**src/rtl/hex_cla_accumulator_if.sv**
```systemverilog
// Operand/result bundle for hex_cla_accumulator.
// Handshake: an operand transfer happens on the rising clock edge where
// in_valid && in_ready are both high; the master must hold op_a/op_b/cin/mode
// stable while in_valid is high and in_ready is low. in_ready never depends
// on in_valid. out_valid is a one-cycle strobe with no back-pressure; sum,
// cout and seg_out stay valid until the next strobe.
interface hex_cla_accumulator_if #(
  parameter int WIDTH = 8
);
  localparam int D = WIDTH / 4;

  logic                 in_valid;
  logic                 in_ready;
  logic [WIDTH-1:0]     op_a;
  logic [WIDTH-1:0]     op_b;
  logic                 cin;
  logic                 mode;
  logic                 clear;
  logic                 out_valid;
  logic [WIDTH-1:0]     sum;
  logic                 cout;
  logic [7*(D+1)-1:0]   seg_out;

  modport master (
    output in_valid, op_a, op_b, cin, mode, clear,
    input  in_ready, out_valid, sum, cout, seg_out
  );

  modport slave (
    input  in_valid, op_a, op_b, cin, mode, clear,
    output in_ready, out_valid, sum, cout, seg_out
  );
endinterface

```
**src/rtl/hex_cla_accumulator.sv**
```systemverilog
// Multi-cycle nibble-serial carry look-ahead adder/accumulator.
// One 4-bit CLA slice is evaluated per clock, LSB nibble first. The result
// drives one active-low 7-segment digit per nibble plus a carry digit.
// Optional feature macro: HEX_LZ_BLANK_EN (blank leading-zero digits and a
// zero carry digit).
module hex_cla_accumulator #(
  parameter int WIDTH = 8
) (
  input  logic                 clk,
  input  logic                 rst,
  hex_cla_accumulator_if.slave bus,
  output logic [1:0]           dbg_state_o,
  output logic [WIDTH-1:0]     dbg_acc_o
);

  localparam int D    = WIDTH / 4;
  localparam int IDXW = (D > 1) ? $clog2(D) : 1;
  localparam int SEGW = 7 * (D + 1);

  typedef enum logic [1:0] {
    IDLE = 2'd0,
    CALC = 2'd1,
    DONE = 2'd2
  } state_t;

  state_t            state_q, state_d;
  logic [WIDTH-1:0]  a_q, a_d;
  logic [WIDTH-1:0]  b_q, b_d;
  logic [WIDTH-1:0]  res_q, res_d;
  logic [WIDTH-1:0]  acc_q, acc_d;
  logic [WIDTH-1:0]  sum_q, sum_d;
  logic              mode_q, mode_d;
  logic              c_q, c_d;
  logic              cout_q, cout_d;
  logic [IDXW-1:0]   idx_q, idx_d;
  logic [SEGW-1:0]   seg_q, seg_d;

  logic              ready_w;
  logic [3:0]        sl_a, sl_b, sl_g, sl_p, sl_s;
  logic [4:0]        sl_c;

  // Active-low hex glyph, bit order {g,f,e,d,c,b,a}.
  function automatic logic [6:0] glyph(input logic [3:0] n);
    case (n)
      4'h0: glyph = 7'b1000000;
      4'h1: glyph = 7'b1111001;
      4'h2: glyph = 7'b0100100;
      4'h3: glyph = 7'b0110000;
      4'h4: glyph = 7'b0011001;
      4'h5: glyph = 7'b0010010;
      4'h6: glyph = 7'b0000010;
      4'h7: glyph = 7'b1111000;
      4'h8: glyph = 7'b0000000;
      4'h9: glyph = 7'b0011000;
      4'hA: glyph = 7'b0001000;
      4'hB: glyph = 7'b0000011;
      4'hC: glyph = 7'b1000110;
      4'hD: glyph = 7'b0100001;
      4'hE: glyph = 7'b0000110;
      default: glyph = 7'b0001110;
    endcase
  endfunction

  // Full display image for a result: D sum digits plus the carry digit on top.
  function automatic logic [SEGW-1:0] encode(input logic [WIDTH-1:0] s,
                                             input logic co);
    logic [SEGW-1:0] r;
`ifdef HEX_LZ_BLANK_EN
    logic            seen;
`endif
    r = '0;
`ifdef HEX_LZ_BLANK_EN
    // Walk from the top nibble down; a digit is shown once any nibble at or
    // above it is nonzero. Digit 0 is always shown.
    seen = 1'b0;
    for (int k = D - 1; k >= 0; k--) begin
      seen = seen | (s[4*k +: 4] != 4'h0) | (k == 0);
      r[7*k +: 7] = seen ? glyph(s[4*k +: 4]) : 7'b1111111;
    end
    r[7*D +: 7] = co ? glyph(4'h1) : 7'b1111111;
`else
    for (int k = 0; k < D; k++) begin
      r[7*k +: 7] = glyph(s[4*k +: 4]);
    end
    r[7*D +: 7] = glyph({3'b000, co});
`endif
    return r;
  endfunction

  // One CLA slice on the nibble selected by idx; carries all derived from g/p/c.
  always_comb begin
    sl_a    = a_q[{idx_q, 2'b00} +: 4];
    sl_b    = b_q[{idx_q, 2'b00} +: 4];
    sl_g    = sl_a & sl_b;
    sl_p    = sl_a ^ sl_b;
    sl_c[0] = c_q;
    sl_c[1] = sl_g[0] | (sl_p[0] & c_q);
    sl_c[2] = sl_g[1] | (sl_p[1] & sl_g[0]) | (sl_p[1] & sl_p[0] & c_q);
    sl_c[3] = sl_g[2] | (sl_p[2] & sl_g[1]) | (sl_p[2] & sl_p[1] & sl_g[0])
            | (sl_p[2] & sl_p[1] & sl_p[0] & c_q);
    sl_c[4] = sl_g[3] | (sl_p[3] & sl_g[2]) | (sl_p[3] & sl_p[2] & sl_g[1])
            | (sl_p[3] & sl_p[2] & sl_p[1] & sl_g[0])
            | (sl_p[3] & sl_p[2] & sl_p[1] & sl_p[0] & c_q);
    sl_s    = sl_p ^ sl_c[3:0];
  end

  // clear in IDLE wins over a simultaneous in_valid by dropping ready.
  assign ready_w = (state_q == IDLE) && !bus.clear;

  // Next-state and datapath updates for IDLE -> CALC (D cycles) -> DONE.
  always_comb begin
    state_d = state_q;
    a_d     = a_q;
    b_d     = b_q;
    res_d   = res_q;
    acc_d   = acc_q;
    sum_d   = sum_q;
    mode_d  = mode_q;
    c_d     = c_q;
    cout_d  = cout_q;
    idx_d   = idx_q;
    seg_d   = seg_q;
    case (state_q)
      IDLE: begin
        if (bus.clear) begin
          acc_d = '0;
        end else if (bus.in_valid) begin
          a_d     = bus.op_a;
          b_d     = bus.mode ? acc_q : bus.op_b;
          c_d     = bus.cin;
          mode_d  = bus.mode;
          idx_d   = '0;
          res_d   = '0;
          state_d = CALC;
        end
      end
      CALC: begin
        res_d[{idx_q, 2'b00} +: 4] = sl_s;
        c_d = sl_c[4];
        if (idx_q == IDXW'(D - 1)) begin
          // Last slice: publish the result so it is visible during DONE.
          sum_d   = res_d;
          cout_d  = sl_c[4];
          seg_d   = encode(res_d, sl_c[4]);
          state_d = DONE;
        end else begin
          idx_d = idx_q + 1'b1;
        end
      end
      DONE: begin
        // Running total wraps; the carry out is never folded back in.
        if (mode_q) begin
          acc_d = sum_q;
        end
        state_d = IDLE;
      end
      default: state_d = IDLE;
    endcase
  end

  // State and datapath registers; reset aborts any operation in flight.
  always_ff @(posedge clk or posedge rst) begin
    if (rst) begin
      state_q <= IDLE;
      a_q     <= '0;
      b_q     <= '0;
      res_q   <= '0;
      acc_q   <= '0;
      sum_q   <= '0;
      mode_q  <= 1'b0;
      c_q     <= 1'b0;
      cout_q  <= 1'b0;
      idx_q   <= '0;
      seg_q   <= encode('0, 1'b0);
    end else begin
      state_q <= state_d;
      a_q     <= a_d;
      b_q     <= b_d;
      res_q   <= res_d;
      acc_q   <= acc_d;
      sum_q   <= sum_d;
      mode_q  <= mode_d;
      c_q     <= c_d;
      cout_q  <= cout_d;
      idx_q   <= idx_d;
      seg_q   <= seg_d;
    end
  end

  assign bus.in_ready  = ready_w;
  assign bus.out_valid = (state_q == DONE);
  assign bus.sum       = sum_q;
  assign bus.cout      = cout_q;
  assign bus.seg_out   = seg_q;
  assign dbg_state_o   = state_q;
  assign dbg_acc_o     = acc_q;

endmodule

```
**src/flat_wrapper.sv**
```systemverilog
// flat-port wrapper written by rule: the top's interface ports become plain ports
module hex_cla_accumulator_flat 
#(
  parameter int WIDTH = 8
)
  (clk, rst, dbg_state_o, dbg_acc_o, bus_in_valid, bus_op_a, bus_op_b, bus_cin, bus_mode, bus_clear, bus_in_ready, bus_out_valid, bus_sum, bus_cout, bus_seg_out);
  hex_cla_accumulator_if #(.WIDTH(WIDTH)) bus_i ();
  input  logic clk;
  input  logic rst;
  output logic [1:0] dbg_state_o;
  output logic [WIDTH-1:0] dbg_acc_o;
  input wire logic [$bits(bus_i.in_valid)-1:0] bus_in_valid;
  input wire logic [$bits(bus_i.op_a)-1:0] bus_op_a;
  input wire logic [$bits(bus_i.op_b)-1:0] bus_op_b;
  input wire logic [$bits(bus_i.cin)-1:0] bus_cin;
  input wire logic [$bits(bus_i.mode)-1:0] bus_mode;
  input wire logic [$bits(bus_i.clear)-1:0] bus_clear;
  output wire logic [$bits(bus_i.in_ready)-1:0] bus_in_ready;
  output wire logic [$bits(bus_i.out_valid)-1:0] bus_out_valid;
  output wire logic [$bits(bus_i.sum)-1:0] bus_sum;
  output wire logic [$bits(bus_i.cout)-1:0] bus_cout;
  output wire logic [$bits(bus_i.seg_out)-1:0] bus_seg_out;
  assign bus_i.in_valid = bus_in_valid;
  assign bus_i.op_a = bus_op_a;
  assign bus_i.op_b = bus_op_b;
  assign bus_i.cin = bus_cin;
  assign bus_i.mode = bus_mode;
  assign bus_i.clear = bus_clear;
  assign bus_in_ready = bus_i.in_ready;
  assign bus_out_valid = bus_i.out_valid;
  assign bus_sum = bus_i.sum;
  assign bus_cout = bus_i.cout;
  assign bus_seg_out = bus_i.seg_out;
  hex_cla_accumulator #(.WIDTH(WIDTH)) u_core (.clk(clk), .rst(rst), .bus(bus_i), .dbg_state_o(dbg_state_o), .dbg_acc_o(dbg_acc_o));
endmodule
```
**config.mk**
```make
export PLATFORM = sky130hd
export DESIGN_NAME = hex_cla_accumulator_flat
export DESIGN_NICKNAME = d
export VERILOG_FILES = /design/src/rtl/hex_cla_accumulator_if.sv /design/src/rtl/hex_cla_accumulator.sv /design/src/flat_wrapper.sv
export SDC_FILE = /design/constraint.sdc
export NUM_CORES = 1
export LEC_CHECK = 0
export CAP_MARGIN = 0
export CORE_AREA = 10 10 89 91
export DETAILED_ROUTE_END_ITERATION = 10
export DIE_AREA = 0 0 99 101
export GPL_TIMING_DRIVEN = 0
export PLACE_DENSITY_LB_ADDON = 0.25
export SLEW_MARGIN = 40
export SYNTH_ARGS = -nofsm -noshare
export SYNTH_HDL_FRONTEND = slang
export SYNTH_SLANG_ARGS = --single-unit
```
**constraint.sdc**
```tcl
create_clock -name clk -period 8.5 [get_ports clk]
set_clock_uncertainty 0.05 [all_clocks]
set_input_delay 2.125 -clock clk [delete_from_list [all_inputs] [get_ports clk]]
set_output_delay 2.125 -clock clk [all_outputs]
set_load 0.005 [all_outputs]
```
**Word level (Yosys, flattened, before mapping)**

Memories as Yosys holds them, arrays and structs flattened. A register that Yosys moved wholly into a read port is not among the register bits.
Index checks and enable logic that the tools add are counted.

- Bits of input ports: 22
- Bits in read-only memories: 224
- Register bits: 67
- Output and inout port bits: 42
- Memories kept: 2

- Equality and inequality tests: 7
- Add/sub/neg operators: 2
- Reduce and logical (&&, ||, !) cells: 10
- Mux-type cells: 20
- Bitwise gates (word level): 31
- Shift operators: 4

Memory list:

| memory | words | bits a word | read ports | clocked after memory_dff | wr ports | RTL line | RTL |
|---|---|---|---|---|---|---|---|
| (no name shown) | 16 | 7 | 1 | 1 | 0 | hex_cla_accumulator.sv:44 | `case (n)` |
| (no name shown) | 16 | 7 | 1 | 1 | 0 | hex_cla_accumulator.sv:44 |  |

Operators with widths:

| kind | count |
|---|---|
| $mux 8 | 5 |
| $pmux 8 s2 | 2 |
| $and 1x1->1 | 16 |
| $shiftx 8x4->4 | 2 |
| $pmux 7 s2 | 1 |
| $reduce_and 3->1 | 4 |
| $or 1x1->1 | 10 |
| $bwmux 8 | 1 |
| $shift 4x5->8 const A | 1 |
| $shiftx 4x5->8 | 1 |
| $xor 4x4->4 | 2 |
| $mux 2 | 3 |
| $ne 2x2->1 const B | 3 |
| $mux 1 | 5 |
| $neg 3->5 | 1 |
| $and 4x4->4 | 1 |
| $ne 2x1->1 const B | 2 |
| $pmux 1 s2 | 2 |
| $pmux 2 s2 | 1 |
| $reduce_bool 2->1 | 2 |
| $eq 2x1->1 const B | 1 |
| $eq 2x2->1 const B | 1 |
| $logic_not 2->1 | 1 |
| $not 1->1 | 2 |
| 4 further kinds | 4 |

**Logic depth before layout (Yosys ltp)**

- Depth after elaboration: 10
- Depth in mapped cells: 15
- Mapped depth without buffers: 11

**Worst setup path after synthesis**

Ideal clock, no wire load.

- Kind: input to output
- Start point: in bus_clear
- End point: out bus_in_ready
- Data arrival time: 2316 ps
- Stages on the path: 1
- Data required time: 6325 ps
- Setup slack: 4009 ps
- Cells stage by stage: nor3_1

- Word-level cells in the longest chain between the ends: 2

RTL lines:

| element | RTL line | RTL |
|---|---|---|
| start: declaration | flat_wrapper.sv:17 | `input wire logic [$bits(bus_i.clear)-1:0] bus_clear;` |
| $logic_not 1->1 | hex_cla_accumulator.sv:108 | `assign ready_w = (state_q == IDLE) && !bus.clear;` |
| $logic_and 1x1->1 | hex_cla_accumulator.sv:108 |  |
| end: declaration | flat_wrapper.sv:18 | `output wire logic [$bits(bus_i.in_ready)-1:0] bus_in_ready;` |

Every way passes these cells.

**Worst setup path in the final report**

Same ends and word-level chain as after synthesis.

==> summary.txt <==
Outcome
  • Status: complete, no violations

Clock network
  • Later-pin clock latency in the skew report: 340 ps
  • Hold buffer count at cts: 0
  • Clk root buf: clkbuf_8
  • H-tree Lvls: 3
  • CTS max path bufs: 2
  • Cts repair resizes: 0
  • CTS Sinks: 60
  • CTS tree: built
  • Post-CTS Setup Inserts: 0
  • Reg clk slew, reported paths: 60 ps
  • TritonCTS Buffers: 9

Global routing
  • Vias in the first global route: 3049
  • Tot GR Track Use: 0.184
  • Overflow after GRT: 0
  • Initial antenna violation count: 0
  • First-pass GRT wire length: 15.2 mm
  • Largest net degree at the start of global routing: 33

Timing
  • Final period utilization: 0.646
  • RSZ-0062 raised after global routing: no
  • # setup viols final: 0
  • Maximum clock frequency: 0.182 GHz
  • Final slew viol count: 0
  • Fin crit period: 5490 ps
  • Slew @ Worst Pin: 727 ps
  • Setup TNS: 0 ps
  • Fin. Hold Viols: 0
  • Rel. slew slack: 0.511

Cells and area
  • Seq. cell area: 0.00150 mm2
  • Multi-input logic area: 0.00173 mm2
  • Fin nets: 468
  • Layout cells sized above 1: 0.148
  • Diodes inserted: 0
  • Area grow syn2layout: 27.9%
  • FILL cells: 469

Worst hold path
  • Hold Startpoint: u_core.res_q[7]
  • Hold path depth: 2
  • HP Class: reg -> reg

Synthesis
  • Async set-reset flop share out of synthesis: 1.00
  • Adder-cell area share of the yosys netlist: 0.0682
  • Ys flop type: dfrtp_1
  • Synthesized flop and latch total: 60
  • Post-Syn Area: 0.00341 mm2
  • Yosys cell types: 56
  • Seq/Total Area, Yosys: 0.440
  • Syn. warnings: 0
  • Largest family of logic cells by synthesized area: compound AO/OA/AOI/OAI gates
  • Xor/xnor share of the synthesized area: 0.00513
  • Mux share of post-synthesis cell area: 0.101
  • Compound-Gate Fraction of Synth Area: 0.169
  • EDFF count, synth: 0
  • Simple-Gate Fraction of Synth Area: 0.158
  • Synthesized instance count: 356
  • Syn avg cell area: 9.59 um2

Critical path
  • R2R Path Start: u_core.idx_q
  • Flop-to-flop setup slack: 4430 ps
  • Crit-path max FO: 3
  • Critical Path RT: 6330 ps
  • CP Capture Type: output pin
  • Crit path to: bus_in_ready
  • CP arrival: 3320 ps
  • Worst setup startpoint: bus_clear
  • Setup CP Type: in -> out
  • Reg2Reg Depth: 10
  • FF-to-FF End: u_core.bus.seg_out[9]
  • Worst setup SP type: primary input

Route
  • Final WL: 9.05 mm
  • Drt first pass iters: 4
  • Initial DRC count: 231
  • Final ANT Viol Nets: 0
  • Via/cell ratio: 5.83
  • DRC violations left: 0
  • DR vias: 2971
  • Routed WL per cell: 17.8 um

Floorplan
  • Die Width: 99 um
  • # rows: 29
  • Full die area: 0.0100 mm2
  • Io pins: 64
  • Die extent in y: 101 um
  • Core area: 0.00620 mm2
  • Initial core utilization: 0.550

Placed design
  • Post-DP HPWL: 6.71 mm
  • Gpl congestion: 0.889
  • IO buf count: 59

Run
  • Max-cap violations: 0
[per-layer routing]
metal	share of wire	track usage
met1	0.43	0.220
met2	0.48	0.298
met3	0.067	0.0590
met4	0.021	0.0816
met5	0	0
[kinds of logic after synthesis]
kind of cell | Yosys count
flops | 60
fa+ha+maj | 18
other cells | 2
buf+inv | 39
simple gates | 111
compound gates | 92
xor+xnor | 2
mux | 32
[Yosys cell counts, types with 2 or more instances]
master	n	share of area
nor2_2	2	0.0037
clkbuf_1	10	0.011
nor2b_1	5	0.0092
nor2_1	21	0.023
a32o_1	2	0.0059
dfrtp_1	58	0.43
inv_1	14	0.015
a211oi_1	2	0.0044
conb_1	2	0.0022
nand3b_1	2	0.0044
nor3_1	7	0.010
a2111o_1	2	0.0066
dfstp_2	2	0.015
nor3b_1	3	0.0066
or3_1	2	0.0037
buf_2	4	0.0059
buf_1	2	0.0022
nand2_1	41	0.045
nand3_1	16	0.023
o31a_1	2	0.0051
a31oi_1	6	0.011
ha_1	17	0.062
mux2i_1	13	0.038
a21oi_1	27	0.040
o22ai_1	4	0.0073
a21o_1	4	0.0088
buf_4	7	0.015
mux2_2	19	0.063
o211ai_1	4	0.0088
o21ai_0	28	0.041
nand2b_1	2	0.0037
buf_6	2	0.0066
[cells in the final DEF, fill, tap and decap left out, types with 5 or more instances in the layout]
cell type        count
nor3_1               7
nand2_1             41
mux2_2              19
ha_1                17
clkdlybuf4s50_1     59
nand3_1             16
nor2_1              21
a21oi_1             27
o21ai_0             27
inv_1               13
clkbuf_8            12
buf_4                7
nor2b_1              5
dfrtp_1             58
clkbuf_1            10
mux2i_1             13
a31oi_1              6
[worst max-delay path, stage by stage]
cell	delay [ps]
clkdlybuf4s50_1	450
nor3_1	200
clkdlybuf4s50_1	540
[how the worst min path moves through the flow]
stage | endpoint | slack [ps]
after floorplan | u_core.res_q[7] | 390
after global placement | u_core.res_q[7] | 410
after detailed placement | u_core.res_q[7] | 410
after CTS | u_core.res_q[7] | 430
after global routing | u_core.res_q[7] | 460
final | u_core.res_q[7] | 420
[registers in the layout (all words and copies together) (netlist names)]
signal,cells
u_core.dbg_state_o,2
u_core.bus.seg_out,15
u_core.idx_q,1
u_core.b_q,8
u_core.bus.sum,8
u_core.a_q,8
u_core.res_q,8
u_core.dbg_acc_o,8
u_core.c_q,1
u_core.mode_q,1
[layout make-up]
class,instances,area share
inverters,14,0.0126
clock buffers,12,0.0378
repair buffers,60,0.140
well taps,77,0.0221
plain buffers,25,0.0321
multi-input cells,258,0.395
clock inverters,4,0.0160
flip-flops and latches,60,0.344
[metrics by stage]
stage               hold slack (ps)  utilization  worst slack [ps]  cell area [um2]  cells
finish                          418        0.704              3010             4370    510
global route                    457        0.704              2860             4370    510
CTS                             428        0.704              3000             4370    510
detailed placement              413        0.666              3000             4130    494
global placement                408        0.662              3040             4110    493
floorplan                       392            -              4010             3420    357
Power is left out: the tool's default activity adds up to more than one toggle a clock period on the data nets, which glitch-free logic cannot reach.
==> patch (config.mk and constraints unchanged) <==
`WIDTH` is set to 8 in 3 places; all go to 32.
--- a/src/rtl/hex_cla_accumulator_if.sv
+++ b/src/rtl/hex_cla_accumulator_if.sv
@@ -5,7 +5,7 @@
 // on in_valid. out_valid is a one-cycle strobe with no back-pressure; sum,
 // cout and seg_out stay valid until the next strobe.
 interface hex_cla_accumulator_if #(
-  parameter int WIDTH = 8
+  parameter int WIDTH = 32
 );
   localparam int D = WIDTH / 4;
 
--- a/src/rtl/hex_cla_accumulator.sv
+++ b/src/rtl/hex_cla_accumulator.sv
@@ -4,7 +4,7 @@
 // Optional feature macro: HEX_LZ_BLANK_EN (blank leading-zero digits and a
 // zero carry digit).
 module hex_cla_accumulator #(
-  parameter int WIDTH = 8
+  parameter int WIDTH = 32
 ) (
   input  logic                 clk,
   input  logic                 rst,
--- a/src/flat_wrapper.sv
+++ b/src/flat_wrapper.sv
@@ -1,7 +1,7 @@
 // flat-port wrapper written by rule: the top's interface ports become plain ports
 module hex_cla_accumulator_flat 
 #(
-  parameter int WIDTH = 8
+  parameter int WIDTH = 32
 )
   (clk, rst, dbg_state_o, dbg_acc_o, bus_in_valid, bus_op_a, bus_op_b, bus_cin, bus_mode, bus_clear, bus_in_ready, bus_out_valid, bus_sum, bus_cout, bus_seg_out);
   hex_cla_accumulator_if #(.WIDTH(WIDTH)) bus_i ();
Ports: changed (5 resized); port bits go from 64 to 202. No check against the original RTL was run, so the function may have changed too.
==> patch against the unedited design <==
  * The run now fails in 3_1_place_gp_skip_io
  * Synthesized area grew to 3.5 times the old value
==> patch: results (changes against the unedited design) <==
run status=did not finish; Fail Step=3_1_place_gp_skip_io; error msg=[ERROR FLW-0024] Place density exceeds 1.0 (current PLACE_DENSITY_LB_ADDON =  0.25). Please check if the value of  PLACE_DENSITY_LB_ADDON is between 0 and 0.99.; register bit count reported by yosys=224 (+270%); Syn Area/Cell=9.88 µm² (+3.0%); most frequent cells after synthesis=216 x dfrtp_1, 209 x nand2_1, 82 x nor2_1; Yosys cell types=79 (+41%); post-synthesis sequential area ratio=46.5% (+2.4 points); prevailing post-synth register cell=dfrtp_1; fraction of registers with async set/reset=100% (unchanged); FP Rows=29 (unchanged); synth warn=0 (unchanged); synth top area cells=dfrtp_1 45%, nand2_1 6.5%, ha_1 5.1%, mux2i_1 5.1%, mux2_2 4.1%
-- patch: cell types whose count changed after synthesis, sizes merged, moves of 26 or more --
cell    delta
ha        +32
nor2      +60
nand3     +32
mux2      +26
dfrtp    +158
nand2    +168
mux2i     +48
o21ai     +59
clkbuf    +49
a21oi     +37
-- patch: logic make-up after synthesis --
family	Yosys count	share of synthesized area (%)
AND/OR/NAND/NOR	428	16.1
buffers and inverters	122	4.44
adder cells (fa/ha/maj)	50	5.24
multiplexers	124	12.6
AO/OA/AOI/OAI	269	14.8
XOR/XNOR	5	0.362
flip-flops	224	46.5
other	2	0.0621
